**config.mk**
```make
export PLATFORM = sky130hd
export DESIGN_NAME = neuron_accum
export DESIGN_NICKNAME = d
export VERILOG_FILES = /design/src/rtl/nn_pkg.sv /design/src/rtl/sat_add.sv /design/src/rtl/neuron_accum.sv
export SDC_FILE = /design/constraint.sdc
export NUM_CORES = 1
export LEC_CHECK = 0
export BUFFER_PORTS_ARGS = -buffer_cell sky130_fd_sc_hd__buf_4
export CAP_MARGIN = 30
export CORE_UTILIZATION = 34
export CTS_BUF_LIST = sky130_fd_sc_hd__clkbuf_16
export CTS_CLUSTER_SIZE = 25
export DETAILED_ROUTE_END_ITERATION = 8
export PLACE_DENSITY = 0.59
export SLEW_MARGIN = 5
export SYNTH_ARGS = -nofsm -noshare
export SYNTH_HDL_FRONTEND = slang
export SYNTH_SLANG_ARGS = --single-unit
```
**constraint.sdc**
```tcl
create_clock -name sync_clk -period 7.6 [get_ports sync_clk]
set_input_delay 1.52 -clock sync_clk [delete_from_list [all_inputs] [get_ports sync_clk]]
set_output_delay 1.52 -clock sync_clk [all_outputs]
set_load 0.03 [all_outputs]
```
**src/rtl/nn_pkg.sv**
```systemverilog
// Shared definitions for the neuron accumulator: default widths and FSM state encoding.
package nn_pkg;

  localparam int NN_ACC_W = 8;
  localparam int NN_PACK  = 6;
  localparam int NN_Y_W   = 4;

  typedef enum logic {
    FILL = 1'b0,
    HOLD = 1'b1
  } state_e;

endpackage

```
**src/rtl/sat_add.sv**
```systemverilog
// Signed W-bit adder that clamps to the representable range instead of wrapping.
module sat_add #(
  parameter int W = 8
) (
  input  logic signed [W-1:0] a,
  input  logic signed [W-1:0] b,
  output logic signed [W-1:0] sum
);

  logic signed [W:0] full;

  localparam logic signed [W-1:0] MAX_VAL = {1'b0, {(W-1){1'b1}}};
  localparam logic signed [W-1:0] MIN_VAL = {1'b1, {(W-1){1'b0}}};

  always_comb begin
    full = {a[W-1], a} + {b[W-1], b};
    sum  = full[W-1:0];
    // Overflow shows up as disagreement between the guard bit and the result sign.
    if (full[W] != full[W-1]) begin
      sum = full[W] ? MIN_VAL : MAX_VAL;
    end
  end

endmodule

```
**src/rtl/neuron_accum.sv**
```systemverilog
// Accumulates signed partial dot products per neuron, adds bias, and packs sign activations into words.
// Optional debug outputs sum_valid/sum_o are enabled with NEURON_SUM_DBG_EN.
module neuron_accum
  import nn_pkg::*;
#(
  parameter int ACC_W = NN_ACC_W,
  parameter int PACK  = NN_PACK
) (
  input  logic                     sync_clk,
  input  logic                     rst,
  input  logic                     in_valid,
  output logic                     in_ready,
  input  logic signed [NN_Y_W-1:0] y_ij,
  input  logic                     in_last,
  input  logic signed [ACC_W-1:0]  bias,
  input  logic                     flush,
  output logic                     out_valid,
  input  logic                     out_ready,
  output logic [PACK-1:0]          act_word,
  output logic [2:0]               act_cnt
`ifdef NEURON_SUM_DBG_EN
  ,
  output logic                     sum_valid,
  output logic signed [ACC_W-1:0]  sum_o
`endif
);

  localparam logic [2:0]              PACK_CNT = 3'(PACK);
  localparam logic signed [ACC_W-1:0] ZERO     = '0;

  state_e                  state_q, state_d;
  logic signed [ACC_W-1:0] acc_q, acc_d;
  logic [PACK-1:0]         pack_q, pack_d;
  logic [2:0]              cnt_q, cnt_d;

  logic signed [ACC_W-1:0] y_ext;
  logic signed [ACC_W-1:0] acc_plus_y;
  logic signed [ACC_W-1:0] sum;
  logic [PACK-1:0]         act_vec;
  logic                    accept;
  logic                    latch;
  logic                    act_bit;

  assign y_ext   = {{(ACC_W-NN_Y_W){y_ij[NN_Y_W-1]}}, y_ij};
  assign act_bit = (sum >= ZERO);
  assign act_vec = {{(PACK-1){1'b0}}, act_bit};

  sat_add #(.W(ACC_W)) u_acc_add (
    .a   (acc_q),
    .b   (y_ext),
    .sum (acc_plus_y)
  );

  sat_add #(.W(ACC_W)) u_bias_add (
    .a   (acc_plus_y),
    .b   (bias),
    .sum (sum)
  );

  assign in_ready  = (state_q == FILL);
  assign out_valid = (state_q == HOLD);
  assign accept    = in_valid && in_ready;
  assign act_word  = pack_q;
  assign act_cnt   = cnt_q;

  always_comb begin
    state_d = state_q;
    acc_d   = acc_q;
    pack_d  = pack_q;
    cnt_d   = cnt_q;
    latch   = 1'b0;
    case (state_q)
      FILL: begin
        if (accept) begin
          if (in_last) begin
            latch  = 1'b1;
            acc_d  = '0;
            pack_d = pack_q | (act_vec << cnt_q);
            cnt_d  = cnt_q + 3'd1;
          end else begin
            acc_d = acc_plus_y;
          end
        end
        // A flush on the same beat as the last activation still sees the updated count.
        if (latch && (cnt_d == PACK_CNT)) begin
          state_d = HOLD;
        end else if (flush && (cnt_d != 3'd0)) begin
          state_d = HOLD;
        end
      end
      HOLD: begin
        if (out_ready) begin
          state_d = FILL;
          pack_d  = '0;
          cnt_d   = '0;
        end
      end
      default: state_d = FILL;
    endcase
  end

  always_ff @(posedge sync_clk) begin
    if (rst) begin
      state_q <= FILL;
      acc_q   <= '0;
      pack_q  <= '0;
      cnt_q   <= '0;
    end else begin
      state_q <= state_d;
      acc_q   <= acc_d;
      pack_q  <= pack_d;
      cnt_q   <= cnt_d;
    end
  end

`ifdef NEURON_SUM_DBG_EN
  logic                    sum_valid_q, sum_valid_d;
  logic signed [ACC_W-1:0] sum_q, sum_d;

  always_comb begin
    sum_valid_d = latch;
    sum_d       = latch ? sum : sum_q;
  end

  always_ff @(posedge sync_clk) begin
    if (rst) begin
      sum_valid_q <= 1'b0;
      sum_q       <= '0;
    end else begin
      sum_valid_q <= sum_valid_d;
      sum_q       <= sum_d;
    end
  end

  assign sum_valid = sum_valid_q;
  assign sum_o     = sum_q;
`endif

endmodule

```
---- Word level (Yosys, flattened, before mapping) ----
Cells that the tools add are included.
word-level totals
  register bits ........................... 18
  input port bits ......................... 18
  output and inout port bits .............. 11
  logic and storage cells ................. 44
operators by class
  add/subtract/negate cells ............... 3
  $lt $le $gt $ge ......................... 1
  equality and inequality tests ........... 6
  shifts and indexed selects .............. 1
  mux-type cells .......................... 21
  bitwise logic cells ..................... 2
  reduce and logical (&&, ||, !) cells .... 6
operators with widths
  cell                   count
  $mux W8                5
  $mux W6                3
  $mux W3                4
  $pmux W6 S2            1
  $add A8 B4 Y9          1
  $add A8 B8 Y9          1
  $ge A8 B1 Y1 const B   1
  $mux W1                6
  $or A6 B6 Y6           1
  $pmux W3 S2            1
  $shl A1 B3 Y6          1
  $ne A2 B1 Y1 const B   2
  $add A3 B1 Y3 const B  1
  $eq A3 B3 Y1 const B   1
  $logic_and A1 B1 Y1    3
  $reduce_and A3 Y1      1
  $reduce_bool A3 Y1     1
  $ne A1 B1 Y1           2
  $ne A2 B2 Y1 const B   1
  $pmux W1 S2            1
  $reduce_and A2 Y1      1
  $not A1 Y1             1

---- Longest topological paths before layout ----
  depth after elaboration ................. 12
  depth in mapped cells ................... 21
  mapped depth without buffers ............ 21

---- By module ----
A second synthesis with hierarchy kept.
second synthesis, totals
  cell total of the unflattened synthesis .. 277
  area, all modules ....................... 2,087.0 µm²
modules (own cells, without submodules)
  module        times used  cells each  area each (µm²)  seq. area each (µm²)
  sat_add       2           94          635.6            0.0
  neuron_accum  1           89          815.8            360.3

---- Worst setup path before layout ----
OpenSTA, ideal clock, no wires.
  kind .................................... input to register
  start ................................... input y_ij[3]
  end ..................................... register pack_q[5], in the netlist act_word[5]
  library setup time ...................... 0.066 ns
  arrival time ............................ 4.863 ns
  required time ........................... 7.534 ns
  setup slack ............................. 2.672 ns
  stages on the path ...................... 15
  path buffers ............................ 0
  cell sequence ........................... ha_1 -> a211o_1 -> a21oi_1 -> and3_4 -> nor2_1 -> maj3_1 -> ha_1 -> or3_1 -> o211ai_1 -> xor2_1 -> ha_1 -> a211oi_1 -> nor2b_1 -> a31oi_1 -> nor2_1
between the ends
  word-level cells in the longest chain between the ends .. 12
  elaborated cells between the ends (all ways) .. 14
  those cells by class .................... 2 x add/sub; 1 x order compare; 2 x eq/ne; 1 x shift; 7 x mux; 1 x bitwise
RTL lines
  what                                     line                          RTL
  from (decl)                              neuron_accum.sv:13            input logic signed [NN_Y_W-1:0] y_ij,
  $add A8 B4 Y9 (*)                        sat_add.sv:16                 full = {a[W-1], a} + {b[W-1], b};
  $mux W8 or $ne A1 B1 Y1 (tied branches)  sat_add.sv:20, sat_add.sv:19
  $mux W8 (*)                              sat_add.sv:19                 if (full[W] != full[W-1]) begin
  $add A8 B8 Y9 (*)                        sat_add.sv:16
  $mux W8 or $ne A1 B1 Y1 (tied branches)  sat_add.sv:20, sat_add.sv:19
  $mux W8 (*)                              sat_add.sv:19
  $ge A8 B1 Y1 (*)                         neuron_accum.sv:45            assign act_bit = (sum >= ZERO);
  $shl A1 B3 Y6 (*)                        neuron_accum.sv:78            pack_d = pack_q | (act_vec << cnt_q);
  $or A6 B6 Y6 (*)                         neuron_accum.sv:78
  $mux W6 (*)                              neuron_accum.sv:75            if (in_last) begin
  $mux W6 (*)                              neuron_accum.sv:74            if (accept) begin
  $pmux W6 S2 (*)                          neuron_accum.sv:72            case (state_q)
  to (signal assigned)                     neuron_accum.sv:111           pack_q <= pack_d;
  to (decl)                                neuron_accum.sv:33            logic [PACK-1:0] pack_q, pack_d;
Every way passes the cells marked *; elsewhere a longest branch is shown, timed or not. The select of a mux whose other input is x is not followed.
A chain may end at the register's enable or synchronous reset.

---- Worst setup path after layout ----
Same ends and word-level chain as after synthesis.

==> key figures <==
Power
  – Combinational Power Share: 0.448
  – Sw Ratio: 0.351
  – Switch Pwr: 0.136 mW
  – Sequential power share: 0.282
  – Cell Int Power: 0.251 mW
  – Leak pwr: 0.806 nW
  – Clock network fraction of total power: 0.269
  – VDD IR max: 0.145 mV
  – Final Total Pwr: 0.387 mW
  – PD cells: 216 nW/um^2

Synthesis
  – Register bit total from synthesis: 18
  – Area share of the leading cell type in the synthesized netlist: 0.249
  – Netlist cell types: 41
  – Largest area contributor in the netlist: dfxtp_1
  – Synth warn: 0
  – Seq/Total Area, Yosys: 0.249
  – Syn Nets: 203
  – EDFF count, synth: 0
  – Top post-synthesis cells by area: dfxtp_1 25%, ha_1 16%, a21oi_1 6.2%
  – Count leader, synth: ha_1
  – Cells after Synth: 164
  – Syn Area/Cell: 8.81 um^2
  – Netlist Area Pre-Place: 1450 um^2
  – Main synth FF type: dfxtp_1
  – Async S/R FF share, synth: 0
  – Post-synth top cells: 19 x ha_1, 18 x a21oi_1, 18 x dfxtp_1

Setup path
  – Worst setup SP type: primary input
  – Worst R2R End: act_word[5]
  – Crit path required time: 7.78 ns
  – Setup crit end kind: flip-flop
  – Critical setup path kind: primary input to flip-flop
  – CP arrival: 5.47 ns
  – FF-to-FF path depth: 20
  – Critical path fanouts, max: 5
  – R2R Setup Slk: 3.38 ns
  – Reg2reg start: acc_q[0]

Clock tree
  – Post-CTS setup buffer count: 0
  – H-tree levels: 1
  – Clk Latency, worst-skew pair: 0.24 ns
  – Clk slew on worst S/H paths: 0.05 ns
  – CTS Hold Bufs: 0
  – CTS tree: yes
  – Inserted Clock Buffers: 3
  – Clock buffer depth: 2
  – Cts repair resizes: 0
  – Root buf cell: clkbuf_16
  – CTS sink count: 18

Die
  – Core ar.: 4030 um^2
  – Chip width: 67.2 um
  – Die area: 4520 um^2
  – I/O pin count: 29
  – Die Y: 67.2 um
  – FP Rows: 23
  – Starting Density: 0.359

Final layout
  – End-of-flow core utilization: 0.445
  – Diodes inserted: 0
  – Fillcell total: 394
  – Final design area excluding fillers: 1790 um^2
  – Syn-to-layout area delta: 24.1%
  – Multi-input combinational cell area: 1050 um^2
  – Number of nets in the layout: 235
  – Share of cells above drive strength 1: 0.195
  – Register area: 360 um^2

Route
  – Drt first pass iters: 2
  – Vias post-DR: 1,302
  – DRC Markers: 0
  – Wire per inst: 13.5 um
  – Initial detailed-routing violation count: 30
  – DR vias/cell: 5.31
  – Routed wire length: 3300 um
  – Antenna Nets Post-Route: 0

Timing
  – Slew headroom: 0.636
  – Unrepaired setup endpoints after global routing: false
  – Setup_tns: 0 ns
  – # setup viols final: 0
  – Final Slew Violations: 0
  – Post-layout min period: 5.29 ns
  – Final hold viol count: 0
  – Clock skew: 0.00263 ns
  – F_max: 189 MHz
  – Measured slew at the worst slew-check pin: 0.546 ns
  – Final Cycle Share: 0.696
  – Worst hold slack: 0.468 ns

GRT
  – Initial antenna violation count: 0
  – Largest net degree at the start of global routing: 11
  – GRT overflow: 0
  – Number of global-route vias before repair: 1,296
  – GRT Util Overall: 0.163
  – First-pass GRT wire length: 5810 um

Hold path
  – Hold path depth: 2
  – Hold Path End: act_word[4]
  – Hold_sp: act_word[4]
  – Hold Path Class: flip-flop to flip-flop

Placed design
  – Port bufs: 28
  – Detailed Place HPWL: 2640 um
  – Placer Congestion: 0.789
  – Area post-placement: 1710 um^2

Flow run
  – Max Cap Viol: 0

Run status
  – Outcome: finished, final reports clean
==> metrics by stage <==
step                      setup WS [ns]  std cells
after floorplan                    2.67        164
after global placement             2.24        241
after detailed placement           2.05        241
after CTS                          2.29        245
after global routing               1.88        245
final                              2.31        245
==> sequential cells by signal, indices dropped and copies added (netlist names) <==
name	flops
out_valid	1
act_cnt	3
acc_q	8
act_word	6
==> placed cells by master, fill, tap and decap left out, types with 4 or more instances in the layout <==
| cell | instances |
|---|---|
| buf_4 | 28 |
| ha_1 | 19 |
| a21oi_1 | 18 |
| dfxtp_1 | 18 |
| nor2_1 | 15 |
| inv_1 | 7 |
| a21o_1 | 7 |
| nand2_1 | 7 |
| a221o_1 | 7 |
| a31oi_1 | 5 |
| nand3_1 | 4 |
| nor3_1 | 4 |
| xor2_1 | 4 |
==> routing by layer <==
metal / up-vias / global-route usage / wire (um)
met3: 4 / 0.0236 / 63
met4: 0 / 0.0399 / 40
met5: - / 0 / 0
met1: 601 / 0.214 / 1640
met2: 11 / 0.279 / 1550
li1: 686 / - / -
==> how the worst max path moves through the flow <==
stage	startpoint	to	cells after the start
after CTS	y_ij[3]	act_word[5]	18
final	y_ij[3]	act_word[5]	18
after global routing	y_ij[0]	act_word[0]	21
after floorplan	y_ij[3]	act_word[5]	15
after global placement	y_ij[3]	act_word[5]	19
after detailed placement	y_ij[3]	act_word[5]	18
==> logic make-up after synthesis <==
logic type	count (synthesis)	synth area share
AOI/OAI and AO/OA	60	0.292
xor gates and xnor gates	7	0.0424
adders and majority gates	24	0.213
buffers and inverters	8	0.0208
DFF	18	0.249
muxes	1	0.00693
and+or+nand+nor	46	0.176
==> worst max-delay path, stage by stage <==
cell	delay, ns
buf_4	0.14
ha_1	0.37
a211o_1	0.28
a21oi_1	0.36
a21oi_2	0.17
nor3_1	0.41
a21o_1	0.17
ha_1	0.23
a21o_1	0.15
a21oi_1	0.14
o211ai_1	0.12
o211ai_1	0.18
xor2_1	0.12
ha_1	0.22
a211oi_1	0.34
nor2b_1	0.32
a31oi_1	0.13
nor2_1	0.09
==> final cells by class <==
type | count | share of cell area
flip-flops and latches | 18 | 0.201
inverters | 7 | 0.0147
clock buffers | 3 | 0.0419
repair buffers | 28 | 0.117
clock inverters | 1 | 0.00209
well taps | 50 | 0.0349
multi-input cells | 138 | 0.588
==> power groups by stage <==
stage,Combinational [mW],Clock [mW],Sequential [mW]
floorplan,0.128,0,0.114
global placement,0.169,0,0.111
detailed placement,0.173,0,0.111
CTS,0.174,0.106,0.109
global route,0.197,0.110,0.110
finish,0.173,0.104,0.109
Note: power is estimated with default switching activity, not from simulation.
